[src/rtl/segre_pkg.sv]
// Shared types for the RV32M execution pipe: opcode encoding, divider states, sizes.
package segre_pkg;

  localparam int WORD_SIZE = 32;
  localparam int REG_SIZE  = 5;
  localparam int M_STAGES  = 5;

  typedef enum logic [2:0] {
    MUL, MULH, MULHSU, MULHU, DIV, DIVU, REM, REMU
  } m_ext_opcode_e;

  typedef enum logic [1:0] {
    DIV_IDLE, DIV_BUSY, DIV_DONE
  } div_state_e;

  function automatic logic is_m_div(input m_ext_opcode_e op);
    return (op == DIV) || (op == DIVU) || (op == REM) || (op == REMU);
  endfunction

endpackage

[src/rtl/segre_m_ext_div.sv]
// Iterative restoring divider, one quotient bit per cycle, RISC-V corner cases resolved here.
//   state    | meaning
//   DIV_IDLE | waiting for start_i; magnitudes and result signs latched on start
//   DIV_BUSY | one restoring iteration per cycle, down-counter r_cnt to zero
//   DIV_DONE | signed result presented on result_o with done_o for one cycle
module segre_m_ext_div
  import segre_pkg::*;
#(
  parameter int DIV_ITERS = 32
) (
  input  logic                 clk_i,
  input  logic                 rst_i,
  input  logic                 start_i,
  input  logic                 signed_i,
  input  logic                 rem_i,
  input  logic [WORD_SIZE-1:0] a_i,
  input  logic [WORD_SIZE-1:0] b_i,
  output logic                 busy_o,
  output logic                 done_o,
  output logic [WORD_SIZE-1:0] result_o
);

  localparam int CW = $clog2(DIV_ITERS);

  div_state_e           r_state;
  logic [CW-1:0]        r_cnt;
  logic [WORD_SIZE-1:0] r_quo, r_rem, r_dvs, r_res;
  logic                 r_neg_q, r_neg_r, r_rem_op, r_dbz, r_done;

  logic [WORD_SIZE-1:0] w_abs_a, w_abs_b, w_quo_nxt, w_rem_nxt, w_q_sgn, w_r_sgn, w_final;
  logic [WORD_SIZE:0]   w_sh, w_diff;
  logic                 w_fits;

  assign w_abs_a = (signed_i && a_i[WORD_SIZE-1]) ? -a_i : a_i;
  assign w_abs_b = (signed_i && b_i[WORD_SIZE-1]) ? -b_i : b_i;

  assign w_sh      = {r_rem, r_quo[WORD_SIZE-1]};
  assign w_diff    = w_sh - {1'b0, r_dvs};
  assign w_fits    = !w_diff[WORD_SIZE];
  assign w_rem_nxt = w_fits ? w_diff[WORD_SIZE-1:0] : w_sh[WORD_SIZE-1:0];
  assign w_quo_nxt = {r_quo[WORD_SIZE-2:0], w_fits};

  // Remainder of x/0 falls out as x naturally; only the quotient needs forcing.
  assign w_q_sgn = r_neg_q ? -w_quo_nxt : w_quo_nxt;
  assign w_r_sgn = r_neg_r ? -w_rem_nxt : w_rem_nxt;
  assign w_final = r_rem_op ? w_r_sgn : (r_dbz ? '1 : w_q_sgn);

  always_ff @(posedge clk_i) begin
    if (rst_i) begin
      r_state  <= DIV_IDLE;
      r_cnt    <= '0;
      r_quo    <= '0;
      r_rem    <= '0;
      r_dvs    <= '0;
      r_res    <= '0;
      r_neg_q  <= 1'b0;
      r_neg_r  <= 1'b0;
      r_rem_op <= 1'b0;
      r_dbz    <= 1'b0;
      r_done   <= 1'b0;
    end else begin
      case (r_state)
        DIV_IDLE: begin
          r_done <= 1'b0;
          if (start_i) begin
            r_quo    <= w_abs_a;
            r_dvs    <= w_abs_b;
            r_rem    <= '0;
            r_cnt    <= CW'(DIV_ITERS - 1);
            r_neg_q  <= signed_i && (a_i[WORD_SIZE-1] ^ b_i[WORD_SIZE-1]);
            r_neg_r  <= signed_i && a_i[WORD_SIZE-1];
            r_rem_op <= rem_i;
            r_dbz    <= (b_i == '0);
            r_state  <= DIV_BUSY;
          end
        end
        DIV_BUSY: begin
          r_quo <= w_quo_nxt;
          r_rem <= w_rem_nxt;
          if (r_cnt == '0) begin
            r_res   <= w_final;
            r_done  <= 1'b1;
            r_state <= DIV_DONE;
          end else begin
            r_cnt <= r_cnt - 1'b1;
          end
        end
        DIV_DONE: begin
          r_done  <= 1'b0;
          r_state <= DIV_IDLE;
        end
        default: r_state <= DIV_IDLE;
      endcase
    end
  end

  assign busy_o   = (r_state != DIV_IDLE);
  assign done_o   = r_done;
  assign result_o = r_res;

endmodule

[src/rtl/segre_m_ext_pipe.sv]
// RV32M execution pipe M1..M5: pipelined sliced multiplier plus an iterative divider
// that injects its result into the M5 slot, with per-stage rd info for hazard detection.
module segre_m_ext_pipe
  import segre_pkg::*;
#(
  parameter int DIV_ITERS = 32,
  parameter int MUL_SLICE = 11
) (
  input  logic                                clk_i,
  input  logic                                rst_i,
  input  logic                                valid_m1_i,
  input  m_ext_opcode_e                       m1_opcode_i,
  input  logic                                m1_rf_we_i,
  input  logic [REG_SIZE-1:0]                 m1_rf_waddr_i,
  input  logic [WORD_SIZE-1:0]                m1_rf_src_a_i,
  input  logic [WORD_SIZE-1:0]                m1_rf_src_b_i,
  input  logic                                kill_m1_i,
  output logic                                m_busy_o,
  output logic [M_STAGES-1:0]                 m_stage_valid_o,
  output logic [M_STAGES-1:0][REG_SIZE-1:0]   m_stage_waddr_o,
  output logic                                m5_valid_o,
  output logic                                m5_rf_we_o,
  output logic [REG_SIZE-1:0]                 m5_rf_waddr_o,
  output logic [WORD_SIZE-1:0]                m5_rd_data_o
);

  localparam int OPW = 3 * MUL_SLICE;
  localparam int PW  = 2 * WORD_SIZE;

  logic [M_STAGES-1:0]  r_vld;
  logic                 r_we    [M_STAGES];
  logic [REG_SIZE-1:0]  r_waddr [M_STAGES];
  m_ext_opcode_e        r_op    [M_STAGES-1];
  logic [OPW-1:0]       r_a0, r_a1, r_a2, r_b0;
  logic [OPW-MUL_SLICE-1:0]   r_b1;
  logic [OPW-2*MUL_SLICE-1:0] r_b2;
  logic [PW-1:0]        r_acc2, r_acc3, r_acc4;
  logic [WORD_SIZE-1:0] r_m5_data;
  logic                 r_div_we;
  logic [REG_SIZE-1:0]  r_div_waddr;

  logic                 w_is_div, w_acc, w_acc_mul, w_acc_div, w_a_sgn, w_b_sgn;
  logic                 w_div_busy, w_div_done;
  logic [WORD_SIZE-1:0] w_div_res;
  logic [PW-1:0]        w_pp0, w_pp1, w_pp2;

  function automatic logic [PW-1:0] sx(input logic [OPW-1:0] v);
    return {{(PW-OPW){v[OPW-1]}}, v};
  endfunction

  assign w_is_div  = is_m_div(m1_opcode_i);
  assign w_acc     = valid_m1_i && !kill_m1_i && !w_div_busy;
  assign w_acc_mul = w_acc && !w_is_div;
  assign w_acc_div = w_acc && w_is_div;
  assign w_a_sgn   = (m1_opcode_i != MULHU);
  assign w_b_sgn   = (m1_opcode_i == MUL) || (m1_opcode_i == MULH);

  // Low slices are unsigned digits; only the top slice carries the operand sign.
  assign w_pp0 = sx(r_a0) * {{(PW-MUL_SLICE){1'b0}}, r_b0[MUL_SLICE-1:0]};
  assign w_pp1 = sx(r_a1) * {{(PW-MUL_SLICE){1'b0}}, r_b1[MUL_SLICE-1:0]};
  assign w_pp2 = sx(r_a2) * {{(PW-MUL_SLICE){r_b2[MUL_SLICE-1]}}, r_b2};

  always_ff @(posedge clk_i) begin
    if (rst_i) begin
      r_vld <= '0;
      for (int i = 0; i < M_STAGES; i++) begin
        r_we[i]    <= 1'b0;
        r_waddr[i] <= '0;
      end
      for (int i = 0; i < M_STAGES-1; i++) r_op[i] <= MUL;
      r_a0 <= '0; r_a1 <= '0; r_a2 <= '0;
      r_b0 <= '0; r_b1 <= '0; r_b2 <= '0;
      r_acc2 <= '0; r_acc3 <= '0; r_acc4 <= '0;
      r_m5_data   <= '0;
      r_div_we    <= 1'b0;
      r_div_waddr <= '0;
    end else begin
      r_vld <= {r_vld[M_STAGES-2:0], w_acc_mul};
      if (w_acc_mul) begin
        r_op[0]    <= m1_opcode_i;
        r_we[0]    <= m1_rf_we_i;
        r_waddr[0] <= m1_rf_waddr_i;
        r_a0       <= {w_a_sgn & m1_rf_src_a_i[WORD_SIZE-1], m1_rf_src_a_i};
        r_b0       <= {w_b_sgn & m1_rf_src_b_i[WORD_SIZE-1], m1_rf_src_b_i};
      end
      for (int i = 1; i < M_STAGES; i++) begin
        if (r_vld[i-1]) begin
          r_we[i]    <= r_we[i-1];
          r_waddr[i] <= r_waddr[i-1];
        end
      end
      if (r_vld[0]) begin
        r_op[1] <= r_op[0];
        r_a1    <= r_a0;
        r_b1    <= r_b0[OPW-1:MUL_SLICE];
        r_acc2  <= w_pp0;
      end
      if (r_vld[1]) begin
        r_op[2] <= r_op[1];
        r_a2    <= r_a1;
        r_b2    <= r_b1[OPW-MUL_SLICE-1:MUL_SLICE];
        r_acc3  <= r_acc2 + (w_pp1 << MUL_SLICE);
      end
      if (r_vld[2]) begin
        r_op[3] <= r_op[2];
        r_acc4  <= r_acc3 + (w_pp2 << (2*MUL_SLICE));
      end
      if (r_vld[3]) begin
        r_m5_data <= (r_op[3] == MUL) ? r_acc4[WORD_SIZE-1:0] : r_acc4[PW-1:WORD_SIZE];
      end
      if (w_acc_div) begin
        r_div_we    <= m1_rf_we_i;
        r_div_waddr <= m1_rf_waddr_i;
      end
    end
  end

  segre_m_ext_div #(.DIV_ITERS(DIV_ITERS)) u_div (
    .clk_i    (clk_i),
    .rst_i    (rst_i),
    .start_i  (w_acc_div),
    .signed_i ((m1_opcode_i == DIV) || (m1_opcode_i == REM)),
    .rem_i    ((m1_opcode_i == REM) || (m1_opcode_i == REMU)),
    .a_i      (m1_rf_src_a_i),
    .b_i      (m1_rf_src_b_i),
    .busy_o   (w_div_busy),
    .done_o   (w_div_done),
    .result_o (w_div_res)
  );

  assign m_busy_o        = w_div_busy || w_acc_div;
  assign m_stage_valid_o = {r_vld[M_STAGES-1] | w_div_busy, r_vld[M_STAGES-2:0]};

  always_comb begin
    for (int i = 0; i < M_STAGES; i++) begin
      m_stage_waddr_o[i] = r_vld[i] ? r_waddr[i] : '0;
    end
    if (w_div_busy) m_stage_waddr_o[M_STAGES-1] = r_div_waddr;
  end

  // Mul traffic drains before the divider finishes, so the M5 slot is never contended.
  assign m5_valid_o    = r_vld[M_STAGES-1] || w_div_done;
  assign m5_rf_waddr_o = w_div_done ? r_div_waddr : r_waddr[M_STAGES-1];
  assign m5_rd_data_o  = w_div_done ? w_div_res : r_m5_data;
  assign m5_rf_we_o    = m5_valid_o && (w_div_done ? r_div_we : r_we[M_STAGES-1])
                         && (m5_rf_waddr_o != '0);

  a_no_issue_while_busy: assert property (@(posedge clk_i) disable iff (rst_i)
    !(valid_m1_i && !kill_m1_i && w_div_busy));

endmodule

[config.mk]
export PLATFORM = sky130hd
export DESIGN_NAME = segre_m_ext_pipe
export DESIGN_NICKNAME = d
export VERILOG_FILES = /design/src/rtl/segre_pkg.sv /design/src/rtl/segre_m_ext_div.sv /design/src/rtl/segre_m_ext_pipe.sv
export SDC_FILE = /design/constraint.sdc
export NUM_CORES = 2
export LEC_CHECK = 0
export ABC_AREA = 1
export CELL_PAD_IN_SITES_DETAIL_PLACEMENT = 0
export CELL_PAD_IN_SITES_GLOBAL_PLACEMENT = 2
export CORE_MARGIN = 2
export CORE_UTILIZATION = 42
export CTS_CLUSTER_SIZE = 8
export DETAILED_ROUTE_END_ITERATION = 8
export DONT_BUFFER_PORTS = 1
export PLACE_DENSITY_LB_ADDON = 0.1
export SLEW_MARGIN = 30
export SYNTH_ARGS = -nofsm -noshare
export SYNTH_HDL_FRONTEND = slang
export SYNTH_SLANG_ARGS = --single-unit
[constraint.sdc]
create_clock -name clk_i -period 13.35 [get_ports clk_i]
set_input_delay 2.67 -clock clk_i [delete_from_list [all_inputs] [get_ports clk_i]]
set_output_delay 2.67 -clock clk_i [all_outputs]
set_load 0.01 [all_outputs]
# Word level (Yosys, flattened, before mapping)
# Memory sizes are Yosys's and may differ from the RTL's.
# Index checks and enable logic that the tools add are counted.
op_classes:
  n_eq_ne: 11
  muxes: 60
  n_reduce_logical: 37
  bitwise: 18
  addsub: 8
  n_mul: 3
ops:
  columns: ["cell", "n"]
  rows:
  - ["32-bit 2-to-1 mux", 11]
  - ["64-bit adder", 2]
  - ["32-bit negator", 4]
  - ["32-bit case mux with 2 select lines", 2]
  - ["33-bit by 12-bit multiplier with 45-bit output", 2]
  - ["5-bit 2-to-1 mux", 14]
  - ["33-bit by 11-bit multiplier with 42-bit output", 1]
  - ["33-bit by 32-bit subtractor with 33-bit output", 1]
  - ["32-bit logical NOT", 1]
  - ["1-bit 2-to-1 mux", 24]
  - ["1-bit OR", 15]
  - ["3-bit == test, second input constant", 4]
  - ["3-bit 2-to-1 mux", 4]
  - ["5-bit case mux with 2 select lines", 1]
  - ["2-bit AND reduction", 5]
  - ["1-bit logical AND", 9]
  - ["1-bit logical OR", 8]
  - ["3-bit logical NOT", 2]
  - ["2-bit nonzero test", 3]
  - ["5-bit logical NOT", 1]
  - ["5-bit nonzero test", 1]
  - ["5-bit by 1-bit subtractor with 5-bit output, second input constant", 1]
  - ["1-bit logical NOT", 4]
  - ["2-bit 2-to-1 mux", 2]
  - ["13 further kinds", 15]
totals:
  ram_bits: 42
  in_bits: 77
  regBits: 540
  mem_count: 3
mem_list:
  columns: ["memory", "depth", "word_bits", "rd", "rd_clocked_by_memory_dff", "write_ports", "line_no", "source"]
  rows:
  - ["r_waddr", 5, 5, 5, 0, 5, "segre_m_ext_pipe.sv:32", "logic [REG_SIZE-1:0] r_waddr [M_STAGES];"]
  - ["r_op", 4, 3, 4, 0, 4, "segre_m_ext_pipe.sv:33", "m_ext_opcode_e r_op [M_STAGES-1];"]
  - ["r_we", 5, 1, 5, 0, 5, "segre_m_ext_pipe.sv:31", "logic r_we [M_STAGES];"]

# Longest topological paths before layout
logic_depth:
  ltp_word: 10
  mapped_depth: 44
  depth_no_buf: 42

# Modules after synthesis
# Synthesis repeated with hierarchy kept, for this count alone.
hier_totals:
  hier_cells: 10324
  hier_area_um2: 71800.1
modules_own_cells:
  columns: ["mod", "area_each_um2", "cells_each", "n_inst", "seq_area_each_um2"]
  rows:
  - ["segre_m_ext_pipe", 59878.7, 8298, 1, 8888.5]
  - ["segre_m_ext_div", 11921.4, 2026, 1, 2802.7]

# Least setup slack after synthesis
# No wires, ideal clock.
synth_path:
  path_kind: "register to register"
  from: "reg r_b2[2]"
  to: "reg r_acc4[63]"
  t_required_ns: 13.233
  path_stages_with_launch: 37
  path_slack_ns: 6.025
  arrival_time_ns: 7.207
  path_buffers: 2
  path_cell_list: "dfxtp_1 -> clkbuf_1 -> clkbuf_1 -> nand2_1 -> fa_1 -> fa_1 -> fa_1 -> inv_1 -> fa_1 -> inv_1 -> fa_1 -> inv_1 -> ha_1 -> nand2_1 -> inv_1 -> a21oi_1 -> o21ai_0 -> a21boi_1 -> o21ai_0 -> a21oi_1 -> o21bai_1 -> a21oi_1 -> o21ai_1 -> nand3_1 -> nand3_1 -> nand2_1 -> ha_1 -> a21oi_1 -> o21a_1 -> o21ai_0 -> a31oi_1 -> nand3_1 -> nand2_1 -> nand3_1 -> xnor2_1 -> or2_2 -> a32o_1"
synth_via:
  elab_chain_cells: 2
synth_rtl:
  columns: ["item", "line_no", "source"]
  rows:
  - ["start: declaration", "segre_m_ext_pipe.sv:36", "logic [OPW-2*MUL_SLICE-1:0] r_b2;"]
  - ["start signal: assignment", "segre_m_ext_pipe.sv:101", "r_b2 <= r_b1[OPW-MUL_SLICE-1:MUL_SLICE];"]
  - ["33-bit by 11-bit multiplier with 42-bit output", "segre_m_ext_pipe.sv:61", "assign w_pp2 = sx(r_a2) * {{(PW-MUL_SLICE){r_b2[MUL_SLICE-1]}}, r_b2};"]
  - ["64-bit adder", "segre_m_ext_pipe.sv:106", "r_acc4 <= r_acc3 + (w_pp2 << (2*MUL_SLICE));"]
  - ["end signal: assignment", "segre_m_ext_pipe.sv:106", null]
  - ["end: declaration", "segre_m_ext_pipe.sv:37", "logic [PW-1:0] r_acc2, r_acc3, r_acc4;"]
# Every way passes these cells.
# A chain may end at the register's enable or synchronous reset.

# Worst setup path after layout
layout_path:
  from: "reg r_b1[0]"
  to: "reg r_acc3[56]"
layout_via:
  elab_chain_cells: 2
layout_rtl:
  columns: ["item", "line_no", "source"]
  rows:
  - ["start: declaration", "segre_m_ext_pipe.sv:35", "logic [OPW-MUL_SLICE-1:0] r_b1;"]
  - ["start signal: assignment", "segre_m_ext_pipe.sv:95", "r_b1 <= r_b0[OPW-1:MUL_SLICE];"]
  - ["33-bit by 12-bit multiplier with 45-bit output", "segre_m_ext_pipe.sv:60", "assign w_pp1 = sx(r_a1) * {{(PW-MUL_SLICE){1'b0}}, r_b1[MUL_SLICE-1:0]};"]
  - ["64-bit adder", "segre_m_ext_pipe.sv:102", "r_acc3 <= r_acc2 + (w_pp1 << MUL_SLICE);"]
  - ["end signal: assignment", "segre_m_ext_pipe.sv:102", null]
  - ["end: declaration", "segre_m_ext_pipe.sv:37", null]
# Every way passes these cells.

==> impl_metrics.ini <==
[run]
maxCapViolations = 0

[synthesis]
synthArstFlopShare = 0
yosysMostFrequentCell = nand2_1
yosysTopAreaCell = fa_1
synth_edf_count = 42
ys_seq_area_frac = 0.169
synth_common_cells = nand2_1, inv_1, fa_1
syn_avg_cell_area_um2 = 7.14
yosysUniqueCellTypes = 65
synthesis.instances = 9697
synth_area_leaders = fa_1, dfxtp_1, nand2_1
syn_area_um2 = 69200
ys.flop_type = dfxtp_1
synth_fp_nets = 11122
yosysWarnings = 0
ys_ff_latch = 563
yosysTopAreaCellShare = 0.271

[timing]
report.final.slew_viol_count = 0
fin_skew_ns = 0.0590
setup-tns-final_ns = 0
timing.slew.headroom = 0.261
tightestPinTransition_ns = 1.11
period_minus_slack_ns = 9.23
rsz0062_at_grt = no
period_share = 0.691
hold_violations = 0
setup_viol = 0
fmax_mhz = 108

[floorplan]
die_h_um = 410
start_util = 0.424
die_area_um2 = 168000
std_cell_rows = 148
fp.dieW_um = 410
ios = 147
core_um2 = 163000

[global_routing]
grt_usage = 0.302
grt_max_degree = 107
grt_pass1_wl_mm = 384
grt_overflow = 0
antenna_found_initial = 7
grt_pass1_vias = 61016

[layout]
fin_nets = 10856
multiInputGateArea_um2 = 47100
fin_util = 0.449
area_growth_pct = 5.91
seq_area_um2 = 11700
final_layout_size_suffix_gt1_frac = 0.0316
nFillCells = 17064

[cts]
clock_latency_ns = 0.70
cts_hold_buf = 0
cts.repair.resized = 0
clk_pin_slew_ns = 0.06
post_cts.repair.setup_buffers = 0
root_buffer = clkbuf_16
tritoncts = done
numClockSinks = 563
cts_buffer_depth = 3
cts_max_level = 3
cts_buffers = 83

[setup_path]
rr_worst_depth = 35
cpPeakStageDelay_ns = 0.92
crit_fanout = 19
cp_data_arrival_time_ns = 9.76
worst-endpoint-required_ns = 13.89
worstSetupPathType = reg2reg
reg2reg_setup_slack_ns = 4.12
cp_num_cells = 35
endpoint = r_acc3[56]
start_kind = flop
setup.worst_path.start = r_b1[0]
regToRegEndpoint = r_acc3[56]
cp_num_buf_inv = 6
end_kind = flop
worst_r2r_startpoint = r_b1[0]
slowest_stage = dfxtp_1
critical-path-top-delay-family = compound AO/OA/AOI/OAI gates

[route]
final_antenna_net_count = 0
num_vias = 60307
drt_wl_total_mm = 252
dr.first_iter.drc_count = 4416
vias_per_cell = 5.18
wire_per_inst_um = 21.6
drc_errors = 0
drt_pass1_iterations = 8

[hold_path]
holdCritPathClass = reg2reg

[status]
outcome = complete, no violations

[pwr]
leakage_nw = 38.3
p_total_mw = 5.25
ir_drop_uv = 97.0
p_per_area_nw_per_um2 = 71.6

[place]
dp_hpwl_mm = 204
place.gp.congestion = 0.982
port_buffers = 0
==> per-layer routing <==
layer,share of wire,global-route usage,vias to the layer above
met4,0.030,0.0824,0
met1,0.44,0.403,29767
met5,0,0,-
met3,0.051,0.0346,267
li1,-,-,28712
met2,0.48,0.515,1561
==> report_power, final <==
| part | switching [mW] | internal (mW) | total (mW) |
|---|---|---|---|
| combinational | 0.998 | 0.389 | 1.39 |
| sequential | 0.0520 | 1.74 | 1.79 |
| clock | 0.867 | 1.20 | 2.07 |
| total | 1.92 | 3.33 | 5.25 |
==> registers in the layout, indices dropped and copies added, names as in the netlist, 33 cells and up <==
signal / flops
r_b0: 33
r_acc4: 64
r_a0: 33
r_a1: 33
r_acc2: 45
r_a2: 33
r_acc3: 64
==> final cells by class <==
type,instances,area share
diodes,3,0.000102
flip-flops and latches,563,0.160
inverters,2353,0.121
repair buffers,63,0.00645
multi-input cells,6367,0.643
clock buffers,110,0.0310
well taps,2175,0.0371
clock inverters,8,0.00261
==> logic make-up (layout without fill, tap and decap cells) <==
logic type | count (synthesis) | after routing | share of synthesized area
and+or+nand+nor | 3416 | 3416 | 0.198
buffers and inverters | 2767 | 2534 | 0.151
xor gates and xnor gates | 151 | 151 | 0.0191
adders and majority gates | 1348 | 1348 | 0.345
other | 1 | 4 | 0.0000542
DFF | 563 | 563 | 0.169
AOI/OAI and AO/OA | 1451 | 1451 | 0.117
==> placed cells by master (no fill, tap or decap), drive strengths merged, types with 11 or more instances in the layout <==
| cell type | synthesis | routed |
|---|---|---|
| o21ai | 554 | 554 |
| a21oi | 490 | 490 |
| nor4 | 18 | 18 |
| edfxtp | 42 | 42 |
| xor2 | 95 | 95 |
| o21a | 21 | 21 |
| nand2 | 2495 | 2495 |
| ha | 412 | 412 |
| nand3b | 16 | 16 |
| a31oi | 92 | 92 |
| nor3 | 56 | 56 |
| clkinv | 3 | 11 |
| nand3 | 216 | 216 |
| o211ai | 31 | 31 |
| inv | 2350 | 2349 |
| dfxtp | 521 | 521 |
| fa | 936 | 936 |
| or2 | 16 | 16 |
| nand4 | 44 | 44 |
| nor2 | 541 | 541 |
| xnor2 | 56 | 56 |
| o21bai | 19 | 19 |
| o221ai | 13 | 13 |
| o22ai | 158 | 158 |
| clkbuf | 381 | 110 |
| a21o | 32 | 32 |
| buf | 33 | 63 |
==> per-stage QoR <==
stage,hold slack [ns],setup slack [ns],std cells,area [um^2]
global placement,0.433,4.48,11521,70800
CTS,0.452,4.16,11639,73300
detailed placement,0.435,4.25,11521,70800
finish,0.449,4.12,11642,73300
floorplan,0.421,6.03,9697,69200
global route,0.465,3.43,11639,73300
==> worst min-delay path by stage <==
| stage | startpoint | end | slack [ns] | depth (start not counted) |
|---|---|---|---|---|
| after CTS | r_acc4[39] | r_acc4[39] | 0.45 | 2 |
| after global routing | r_acc4[37] | r_acc4[37] | 0.46 | 2 |
| after floorplan | r_acc4[39] | r_acc4[39] | 0.42 | 2 |
| final | r_acc4[29] | r_acc4[29] | 0.45 | 1 |
| after global placement | r_b1[10] | r_b1[10] | 0.43 | 2 |
| after detailed placement | r_acc4[39] | r_acc4[39] | 0.43 | 2 |
(Power assumes the default switching activity.)
